[src/rtl/alu_issue_stage.sv]
// alu_issue_stage
// Sequential issue stage sitting directly in front of the combinational ALU.
// Requests {OPRN, OP1, OP2} are accepted over a valid/ready handshake into a
// DEPTH-entry FIFO. One entry at a time is driven onto ALU_* (registered), the
// operands are held for SETTLE_CYCLES edges, and ALU_OUT/ALU_ZERO are captured
// into the result registers. The result is offered downstream over a second
// valid/ready handshake. Results leave strictly in request order.
//
// Optional build macro: ALU_ISSUE_STATS_EN adds saturating STAT_ISSUED and
// STAT_ZERO counters. With the macro undefined those ports do not exist.
//
// Ports:
//   CLK, RST                 clock (rising edge), synchronous active-high reset
//   REQ_VALID/REQ_READY      request handshake; REQ_READY = !full (registered count)
//   REQ_OPRN/OP1/OP2         request payload
//   ALU_OPRN/OP1/OP2         registered drive to the ALU
//   ALU_OUT/ALU_ZERO         ALU result inputs
//   RES_VALID/RES_READY      result handshake
//   RES_DATA/ZERO/ERR        captured result; ERR flags unsupported opcode
//   BUSY                     FIFO non-empty or FSM not IDLE
//   STAT_ISSUED/STAT_ZERO    (ALU_ISSUE_STATS_EN only) pop / zero-result counters
//
// FSM states:
//   state     | meaning
//   ST_IDLE   | waiting for a FIFO entry; pops the head when count > 0
//   ST_SETTLE | ALU_* held; settle counter runs down, capture at zero
//   ST_HOLD   | result valid downstream; waits for RES_READY

module alu_issue_stage #(
  parameter int DEPTH         = 4,
  parameter int SETTLE_CYCLES = 1
) (
  input  logic        CLK,
  input  logic        RST,
  input  logic        REQ_VALID,
  output logic        REQ_READY,
  input  logic [5:0]  REQ_OPRN,
  input  logic [31:0] REQ_OP1,
  input  logic [31:0] REQ_OP2,
  output logic [5:0]  ALU_OPRN,
  output logic [31:0] ALU_OP1,
  output logic [31:0] ALU_OP2,
  input  logic [31:0] ALU_OUT,
  input  logic        ALU_ZERO,
  output logic        RES_VALID,
  input  logic        RES_READY,
  output logic [31:0] RES_DATA,
  output logic        RES_ZERO,
  output logic        RES_ERR,
  output logic        BUSY
`ifdef ALU_ISSUE_STATS_EN
  ,
  output logic [15:0] STAT_ISSUED,
  output logic [15:0] STAT_ZERO
`endif
);

  localparam int AW = $clog2(DEPTH);
  localparam int CW = (SETTLE_CYCLES > 1) ? $clog2(SETTLE_CYCLES) : 1;
  localparam int EW = 6 + 32 + 32;
  localparam logic [AW:0]   FULL_CNT   = DEPTH[AW:0];
  localparam logic [CW-1:0] SETTLE_LD  = CW'(SETTLE_CYCLES - 1);

  typedef enum logic [1:0] {
    ST_IDLE   = 2'd0,
    ST_SETTLE = 2'd1,
    ST_HOLD   = 2'd2
  } state_t;

  // FIFO storage and bookkeeping
  logic [EW-1:0] mem_q [DEPTH];
  logic [EW-1:0] mem_d [DEPTH];
  logic [AW-1:0] wr_ptr_q, wr_ptr_d;
  logic [AW-1:0] rd_ptr_q, rd_ptr_d;
  logic [AW:0]   count_q, count_d;

  // FSM and datapath registers
  state_t        state_q, state_d;
  logic [CW-1:0] settle_q, settle_d;
  logic [5:0]    alu_oprn_q, alu_oprn_d;
  logic [31:0]   alu_op1_q, alu_op1_d;
  logic [31:0]   alu_op2_q, alu_op2_d;
  logic          res_valid_q, res_valid_d;
  logic [31:0]   res_data_q, res_data_d;
  logic          res_zero_q, res_zero_d;
  logic          res_err_q, res_err_d;

  logic push;
  logic pop;
  logic capture;
  logic op_valid;
  logic [EW-1:0] head;

  assign push     = REQ_VALID && (count_q != FULL_CNT);
  assign head     = mem_q[rd_ptr_q];
  assign op_valid = (alu_oprn_q != 6'd0) && (alu_oprn_q <= 6'd9);

  // FSM next-state and datapath
  always_comb begin
    state_d     = state_q;
    settle_d    = settle_q;
    alu_oprn_d  = alu_oprn_q;
    alu_op1_d   = alu_op1_q;
    alu_op2_d   = alu_op2_q;
    res_valid_d = res_valid_q;
    res_data_d  = res_data_q;
    res_zero_d  = res_zero_q;
    res_err_d   = res_err_q;
    pop         = 1'b0;
    capture     = 1'b0;

    case (state_q)
      ST_IDLE: begin
        if (count_q != '0) begin
          pop        = 1'b1;
          alu_oprn_d = head[69:64];
          alu_op1_d  = head[63:32];
          alu_op2_d  = head[31:0];
          settle_d   = SETTLE_LD;
          state_d    = ST_SETTLE;
        end
      end
      ST_SETTLE: begin
        if (settle_q == '0) begin
          capture     = 1'b1;
          res_valid_d = 1'b1;
          // Unsupported opcodes never look at ALU_OUT, so the result is
          // deterministic regardless of what the ALU drives for them.
          if (op_valid) begin
            res_data_d = ALU_OUT;
            res_zero_d = ALU_ZERO;
            res_err_d  = 1'b0;
          end else begin
            res_data_d = 32'd0;
            res_zero_d = 1'b1;
            res_err_d  = 1'b1;
          end
          state_d = ST_HOLD;
        end else begin
          settle_d = settle_q - CW'(1);
        end
      end
      ST_HOLD: begin
        // Returning to IDLE here means the next pop is one edge later,
        // which gives the SETTLE_CYCLES+2 cadence.
        if (RES_READY) begin
          res_valid_d = 1'b0;
          state_d     = ST_IDLE;
        end
      end
      default: state_d = ST_IDLE;
    endcase
  end

  // FIFO next-state
  always_comb begin
    mem_d    = mem_q;
    wr_ptr_d = wr_ptr_q;
    rd_ptr_d = rd_ptr_q;
    count_d  = count_q;

    if (push) begin
      mem_d[wr_ptr_q] = {REQ_OPRN, REQ_OP1, REQ_OP2};
      wr_ptr_d        = wr_ptr_q + AW'(1);
    end
    if (pop) begin
      rd_ptr_d = rd_ptr_q + AW'(1);
    end
    case ({push, pop})
      2'b10:   count_d = count_q + (AW+1)'(1);
      2'b01:   count_d = count_q - (AW+1)'(1);
      default: count_d = count_q;
    endcase
  end

  // FIFO payload needs no reset: only entries counted by count_q are read.
  always_ff @(posedge CLK) begin
    mem_q <= mem_d;
  end

  always_ff @(posedge CLK) begin
    if (RST) begin
      wr_ptr_q    <= '0;
      rd_ptr_q    <= '0;
      count_q     <= '0;
      state_q     <= ST_IDLE;
      settle_q    <= '0;
      alu_oprn_q  <= '0;
      alu_op1_q   <= '0;
      alu_op2_q   <= '0;
      res_valid_q <= 1'b0;
      res_data_q  <= '0;
      res_zero_q  <= 1'b0;
      res_err_q   <= 1'b0;
    end else begin
      wr_ptr_q    <= wr_ptr_d;
      rd_ptr_q    <= rd_ptr_d;
      count_q     <= count_d;
      state_q     <= state_d;
      settle_q    <= settle_d;
      alu_oprn_q  <= alu_oprn_d;
      alu_op1_q   <= alu_op1_d;
      alu_op2_q   <= alu_op2_d;
      res_valid_q <= res_valid_d;
      res_data_q  <= res_data_d;
      res_zero_q  <= res_zero_d;
      res_err_q   <= res_err_d;
    end
  end

`ifdef ALU_ISSUE_STATS_EN
  logic [15:0] stat_issued_q, stat_issued_d;
  logic [15:0] stat_zero_q, stat_zero_d;

  always_comb begin
    stat_issued_d = stat_issued_q;
    stat_zero_d   = stat_zero_q;
    if (pop && (stat_issued_q != 16'hFFFF)) begin
      stat_issued_d = stat_issued_q + 16'd1;
    end
    // Error captures force RES_ZERO=1 but are not real zero results.
    if (capture && op_valid && ALU_ZERO && (stat_zero_q != 16'hFFFF)) begin
      stat_zero_d = stat_zero_q + 16'd1;
    end
  end

  always_ff @(posedge CLK) begin
    if (RST) begin
      stat_issued_q <= '0;
      stat_zero_q   <= '0;
    end else begin
      stat_issued_q <= stat_issued_d;
      stat_zero_q   <= stat_zero_d;
    end
  end

  assign STAT_ISSUED = stat_issued_q;
  assign STAT_ZERO   = stat_zero_q;
`endif

  assign REQ_READY = (count_q != FULL_CNT);
  assign ALU_OPRN  = alu_oprn_q;
  assign ALU_OP1   = alu_op1_q;
  assign ALU_OP2   = alu_op2_q;
  assign RES_VALID = res_valid_q;
  assign RES_DATA  = res_data_q;
  assign RES_ZERO  = res_zero_q;
  assign RES_ERR   = res_err_q;
  assign BUSY      = (count_q != '0) || (state_q != ST_IDLE);

endmodule

[config.mk]
export PLATFORM = sky130hd
export DESIGN_NAME = alu_issue_stage
export DESIGN_NICKNAME = d
export VERILOG_FILES = /design/src/rtl/alu_issue_stage.sv
export SDC_FILE = /design/constraint.sdc
export NUM_CORES = 1
export LEC_CHECK = 0
export CORE_ASPECT_RATIO = 0.7
export CORE_MARGIN = 2
export CORE_UTILIZATION = 45
export DETAILED_ROUTE_END_ITERATION = 12
export DONT_BUFFER_PORTS = 1
export HOLD_SLACK_MARGIN = 0.12
export PLACE_DENSITY_LB_ADDON = 0.3
export SYNTH_ARGS = -nofsm -noshare
export SYNTH_HDL_FRONTEND = slang
export SYNTH_SLANG_ARGS = --single-unit
[constraint.sdc]
create_clock -name CLK -period 8 [get_ports CLK]
set_input_delay 0 -clock CLK [delete_from_list [all_inputs] [get_ports CLK]]
set_output_delay 0 -clock CLK [all_outputs]
set_load 0.01 [all_outputs]
# Word-level counts from Yosys, hierarchy flattened
# Index checks and enable logic that the tools add are counted.
[op_classes] n_addsub=5 n_mul=0 div_mod_pow=0 magnitude_cmp=4 eq_ne=8 n_shift=0 n_mux=22 bitwise=3 n_reduce_logical=16
[ops] cell="280-bit bitwise mux" count=1
[ops] cell="70-bit two-way mux" count=3
[ops] cell="70-bit binary-select mux with 2-bit select" count=1
[ops] cell="70-bit demux with 2-bit select" count=1
[ops] cell="32-bit two-way mux" count=1
[ops] cell="1-bit two-way mux" count=8
[ops] cell="2-bit nonzero test" count=4
[ops] cell="3-bit >= comparator (second input constant)" count=2
[ops] cell="6-bit by 4-bit less-or-equal comparator with 1-bit output (second input constant)" count=1
[ops] cell="2-bit two-way mux" count=3
[ops] cell="2-bit inequality test (second input constant)" count=3
[ops] cell="2-bit NOT with 3-bit output" count=2
[ops] cell="2-bit case mux with 3 select lines" count=1
[ops] cell="3-bit case mux with 2 select lines" count=1
[ops] cell="2-bit AND reduction" count=3
[ops] cell="3-bit AND reduction" count=2
[ops] cell="6-bit nonzero test" count=1
[ops] cell="2-bit by 1-bit adder with 2-bit output (second input constant)" count=2
[ops] cell="2-bit by 1-bit equality test with 1-bit output (second input constant)" count=2
[ops] cell="2-bit equality test (second input constant)" count=2
[ops] cell="1-bit case mux with 2 select lines" count=2
[ops] cell="3-bit by 1-bit adder with 3-bit output (second input constant)" count=1
[ops] cell="1-bit logical AND" count=3
[ops] cell="3-bit by 1-bit < comparator with 1-bit output (second input constant)" count=1
[ops] cell="other kinds (7)" count=7
[totals] reg_bits=395 latchBits=0 mem_bits_rw=0 mem_bits_ro=0 out_inout_bits=107 word_cells=74 n_memories=0

# Depth between registers and ports, before layout
# Gate-level depths: netlist of run 1.
[depth] word_depth=6 depth_mapped=9

# Least setup slack after synthesis of run 1
# No wires, ideal clock.
[synth_timing] path_kind="flip-flop to flip-flop" start="reg count_q[0]" end="reg mem_q[0] in the netlist's numbering (enable)" setup_ns=0.436 t_arrival_ns=2.547 required_ns=7.564 setup_slack_ns=5.017 path_stages_with_launch=4 path_buffers=1 period_less_slack_ns=2.983 cell_sequence="dfxtp_1 > or3b_1 > clkbuf_1 > and3_1"
[synth_between] elab_chain_len=2
[synth_lines] element="start: declaration" line_no="75" source="logic [AW:0] count_q, count_d;"
[synth_lines] element="start signal: assignment" line_no="198" source="count_q <= count_d;"
[synth_lines] element="3-bit inequality test"
[synth_lines] element="net REQ_READY" line_no="36" source="output logic REQ_READY,"
[synth_lines] element="1-bit logical AND" line_no="94" source="assign push = REQ_VALID && (count_q != FULL_CNT);"
[synth_lines] element="end signal: assignment" line_no="178" source="mem_q <= mem_d;"
[synth_lines] element="end: declaration" line_no="71" source="logic [EW-1:0] mem_q [DEPTH];"
# The timed path passes the listed nets, and every way through them passes these cells.
# A chain may end at the register's enable or synchronous reset.

# Worst setup path in the final report of run 1
[layout_timing] start="reg count_q[2]" end="reg count_q[2]"
[layout_between] word_cells_on_any_way=11 cone_classes="add/sub: 2; eq/ne: 3; mux: 3; reduce/logical: 3"
[layout_rtl] element="3-bit inequality test (*)"
[layout_rtl] element="net REQ_READY" line_no="36"
[layout_rtl] element="1-bit logical AND (*)" line_no="94"
[layout_rtl] element="2-bit by 1-bit equality test with 1-bit output / 2-bit equality test (equally long branches)" line_no="169" source="case ({push, pop})"
[layout_rtl] element="3-bit case mux with 2 select lines / 2-bit nonzero test (equally long branches)"
# The timed path passes the listed nets; every way through them passes the cells marked *.

==> results.md, run 1 <==
- Pin count of the biggest net entering global routing: 79
- Pre-CTS WS: 5.342 ns
- Layout Skew: 0.01357 ns
- Layout cells sized above 1: 0.1583
- GPL Wtd Cong: 0.7239
- Max Freq: 330.4 MHz
- Row Count: 54
- Global-route wire length before repair: 44.97 mm
- Mapped Nets: 857
- Vias in the first global route: 7628
- CP Class: register to register
- Io pins: 214
- CP max FO: 10
- Worst setup margin: 4.973 ns
- Die width: 216.8 um
- Area contributors post-synth: edfxtp_1, dfxtp_1, mux4_2
- Total grt overflow: 0
- Nets@finish: 957
- Slew HR: 0.1445
- Core area: 31150 um^2
- Max-cap violations: 0
- Tcrit/Tclk final: 0.3784
- CTS H-tree depth: 2
- Post-synthesis async set-or-reset flop share: 0
- Crit start category: register
- Drt total wl: 28.93 mm
- Final TNS setup: 0 ns
- Fin area: 16860 um^2
- Status: finished clean
- Die Area: 33160 um^2
- Hpwl dp: 15.75 mm
- DR DRC count: 0
- Critical Path AT: 3.49 ns
- Maximum VDD drop: 232.6 uV
- Root Buffer: clkbuf_16
- Count leader, synth: edfxtp_1
- CTS buffer count: 37
- Worst-Margin Slew: 1.283 ns
- CTS tree: built
- Critical Path RT: 8.46 ns
- Die height: 153.0 um
- Gr usage total: 0.1762
- Total number of vias: 7205
- Non-filler instance count after layout: 1294
- Register bit count reported by yosys: 394
- Power Density: 338.5 nW/um^2
- Final total power: 5.708 mW
- Port bufs: 0
- Seq/Total Area, Yosys: 0.7495
- Clock Latency Late Sink: 0.52 ns
- Final Hold Fails: 0
- P_leak: 5.637 nW
- Top cells by count, synth: edfxtp_1, dfxtp_1, a22o_1, mux4_2, inv_1
- Placed insts: 1116
- Synthesized instance count: 744
- Dominant synthesized flop cell: edfxtp_1
- Layout area overhead: 18.24%
- Post-synth EDFFs: 280
- WL/cell: 22.36 um
- CTS clk-pin slew, worst paths: 0.06 ns
- Area leader, netlist: edfxtp_1
- Clk sinks: 394
- RSZ-0062 raised after global routing: no
- Synthesis Warnings: 0
- Max Buffers Root-to-Sink: 3
- Setup Viol. Count Final: 0
- Final Max Tran Viols: 0
- Initial Util: 0.4579
- Worst Hold Class: primary input to register
- Routed vias/inst: 5.568
- Worst hold-check slack: 0.1689 ns
- Minimum clock period: 3.027 ns
- Post-synthesis area per instance: 19.17 um^2
- Synth unique cells: 39
- Antenna violations before repair: 2
- Initial DRC Count: 521
- Dpl cell area: 14540 um^2
- Crit. End Element: register
- DRT antenna net count: 0
- Mapped Area: 14260 um^2
- Drt pass-1 iters: 7
- Post-cts sizing count: 0
- Synth top area share: 0.5895
- Final core utilization: 0.5414
## layout by cell type, fill, tap and decap left out, types with 2 or more instances in the layout
cell type      Yosys  final
nor2_1             6      6
dlygate4sd3_1      0    108
a21o_1             2      2
dfxtp_1          114    112
clkinv_2           0      2
dfxtp_4            0      2
and3_4             0      4
diode_2            0      2
a22o_1            70     70
mux4_2            70     70
clkbuf_8           0      4
nand2_1            2      2
a21oi_1            8      8
clkbuf_1          29     15
buf_4              1      4
o41ai_1           32     32
clkinv_1           0      2
o21ai_0            2      2
clkbuf_16          0     40
ha_1               5      5
bufinv_16          0      2
inv_1             41     41
nand3b_1          33     33
edfxtp_1         280    280
xor2_1             2      2
nand3_1            2      2
## report_power, final
part	total [mW]	switching [mW]	internal (mW)	leakage, nW
clock	1.73	0.711	1.02	0.587
combinational	1.08	0.577	0.503	1.55
sequential	2.90	0.373	2.52	3.50
## critical path: stages (launching register included)
cell and delay [ns]:
dfxtp_1 0.40, or3b_1 0.56, nand2_1 0.16, ha_1 0.21
inv_1 0.07, fa_1 0.38, xor2_1 0.17, or3_1 0.33
a21oi_1 0.14, dlygate4sd3_1 0.55
## cells by family (layout without fill, tap and decap cells)
group,after synthesis,after routing,share of synthesized area
flip-flops,394,394,0.7495
AO/OA/AOI/OAI,121,121,0.07185
buffers and inverters,93,221,0.03220
multiplexers,70,70,0.1105
AND/OR/NAND/NOR,58,58,0.02886
adder cells (fa/ha/maj),6,6,0.005790
XOR/XNOR,2,2,0.001228
other,0,2,0
## metal layers
metal,global-route usage,part of all wire,vias to the layer above
met3,0.05473,0.081,49
met5,0,0,-
li1,-,-,3214
met2,0.2868,0.49,244
met4,0.05284,0.021,0
met1,0.2287,0.41,3698
## layout make-up
class	instances	area [um^2]
flip-flops and latches	394	10700
clock inverters	8	95.09
multi-input cells	257	3136
well taps	420	525.5
repair buffers	113	1139
fillers	2321	14280
clock buffers	59	1112
inverters	41	153.9
diodes	2	5.005
## registers in the layout (all words and copies together), names as in the netlist
signal and cells:
ALU_OP1 32, ALU_OP2 32, ALU_OPRN 6, RES_DATA 32, RES_ERR 1, RES_VALID 1, RES_ZERO 1, count_q 3
mem_q 280, rd_ptr_q 2, state_q 2, wr_ptr_q 2
## worst paths after layout
kind,slack [ns],cells after the start,start,end
min,0.17,2,ALU_ZERO,RES_ZERO
max reg2reg,4.97,9,count_q[2],count_q[2]
max,4.97,9,count_q[2],count_q[2]
min reg2reg,0.54,2,RES_DATA[5],RES_DATA[5]
## timing repair
action | in CTS | in global routing
endpoints found under the setup margin | 0 | 0
hold buffers | 109 | 0
buffers inserted | 0 | 0
hold endpoints to repair | 349 | 0
Note: power is estimated with default switching activity, not from simulation.
==> inputs of run 2 (changes only) <==
Clock period 8 ns to 2.9 ns, I/O delays scaled along.
==> results.md, run 2 (synthesis gave the netlist of run 1 again) <==
- Most frequent cells in the layout: edfxtp_1, dfxtp_1, dlygate4sd3_1
- Layout Skew: 0.01971 ns
- RSZ-0062 raised after global routing: no
- Layout area overhead: 19.48%
- Largest delay contributor family on the critical path: simple AND/OR/NAND/NOR gates
- Worst hold-check slack: 0.1424 ns
- Die height: 153.0 um
- Layout cells sized above 1: 0.1725
- Initial Util: 0.4579
- Max Buffers Root-to-Sink: 3
- Top reg by flops: mem_q
- Setup Viol. Count Final: 0
- CP max FO: 10
- Gr usage total: 0.1749
- Port bufs: 0
- Crit start category: register
- CTS tree: built
- Clk sinks: 394
- Global-route wire length before repair: 44.12 mm
- Final Hold Fails: 0
- Final TNS setup: 0 ns
- Maximum VDD drop: 763.6 uV
- Clock Latency Late Sink: 0.53 ns
- Largest register FFs: 280
- Initial DRC Count: 446
- GPL Wtd Cong: 0.8227
- Crit. End Element: register
- Clock power frac: 0.295
- Nets@finish: 971
- Antenna violations before repair: 4
- Critical-path cell list: or3b_1, nand2_1, ha_1, inv_1, fa_1, xor2_1, or3_1, a21oi_1
- Power Density: 917.2 nW/um^2
- Critical hold path startpoint: RES_READY
- Drt pass-1 iters: 4
- Critical Path AT: 2.88 ns
- Hpwl dp: 16.64 mm
- Routed vias/inst: 5.476
- Die Area: 33160 um^2
- Critical Path RT: 3.35 ns
- RR Startpoint: count_q[2]
- Non-filler instance count after layout: 1310
- Placed insts: 1129
- Fillers: 2363
- Max-cap violations: 0
- P_leak: 5.715 nW
- Row Count: 54
- CTS clk-pin slew, worst paths: 0.06 ns
- WL/cell: 22.09 um
- Pint: 11.06 mW
- Tcrit/Tclk final: 0.8391
- FF-to-FF End: count_q[2]
- Drt total wl: 28.94 mm
- DRT antenna net count: 0
- Total number of vias: 7174
- Comb pwr share: 0.199
- CTS buffer count: 38
- Commonest non-fill, non-tap cell in the layout: edfxtp_1
- Reg2Reg Setup Slack: 0.47 ns
- Vias in the first global route: 7640
- Worst Hold Class: primary input to register
- Core area: 31150 um^2
- Slowest cell on crit path: or3b_1
- Die width: 216.8 um
- Root Buffer: clkbuf_16
- CP max stage delay: 0.57 ns
- Io pins: 214
- Worst path bufs/invs: 1
- DR DRC count: 0
- CTS H-tree depth: 2
- WHS Path Cells: 2
- Final core utilization: 0.5471
- Reg2reg path depth: 8
- Pin count of the biggest net entering global routing: 79
- Final Max Tran Viols: 0
- Max Freq: 411.0 MHz
- Sw Pwr: 4.570 mW
- Slew HR: 0.4373
- Total grt overflow: 0
- Post-CTS Repair Setup Buffers: 0
- CP Class: register to register
- Status: finished clean
- Worst Hold End: RES_VALID
- Minimum clock period: 2.433 ns
- Sequential share of power: 0.506
- Worst-Margin Slew: 0.8440 ns
- Sw frac: 0.2924
==> run 2: cell count changes in the layout (fill, tap and decap cells not counted), moves of 2 or more <==
cell,change
buf_12,+10
buf_4,+3
clkinv_2,+2
bufinv_16,-2
==> run 2: metrics by stage <==
step	power (mW)	instance area [um^2]	setup WS (ns)
finish	15.63	17040	0.4667
global route	16.40	17040	0.3162
CTS	15.83	17030	0.4606
detailed placement	11.01	14770	0.4859
global placement	10.87	14770	0.5588
floorplan	10.21	14270	0.6773
==> run 2: timing repair <==
item	in CTS	in global routing
resized for setup	0	0
hold endpoints to repair	464	0
endpoints found under the setup margin	0	0
hold buffers	109	0
==> run 2: per-layer routing <==
layer / GRT usage / part of all wire
met5: 0 / 0.00045
met4: 0.05055 / 0.021
met3: 0.05731 / 0.080
met2: 0.2970 / 0.49
met1: 0.2147 / 0.41
==> run 2: how the worst max path moves through the flow <==
stage                           from         end  cells after the start
after floorplan           count_q[2]  count_q[2]                      9
after global placement    count_q[2]  count_q[2]                      8
after detailed placement  count_q[2]  count_q[2]                      8
after CTS                 count_q[2]  count_q[2]                      8
after global routing      count_q[2]  count_q[2]                      8
final                     count_q[2]  count_q[2]                      8
==> run 2: power groups by stage <==
stage	logic (mW)	registers, mW	clock network (mW)
finish	3.11	7.91	4.61
global route	3.39	8.03	4.98
CTS	3.16	7.94	4.74
detailed placement	2.96	8.05	0
global placement	2.86	8.01	0
floorplan	2.57	7.64	0
==> run 2: cell type report <==
cell class,count,area (um^2),area share
diodes,3,7.507,0.0004405
clock buffers,60,1105,0.06483
clock inverters,9,55.05,0.003231
inverters,41,153.9,0.009031
multi-input cells,257,3136,0.1840
flip-flops and latches,394,10700,0.6278
well taps,420,525.5,0.03084
repair buffers,126,1361,0.07988
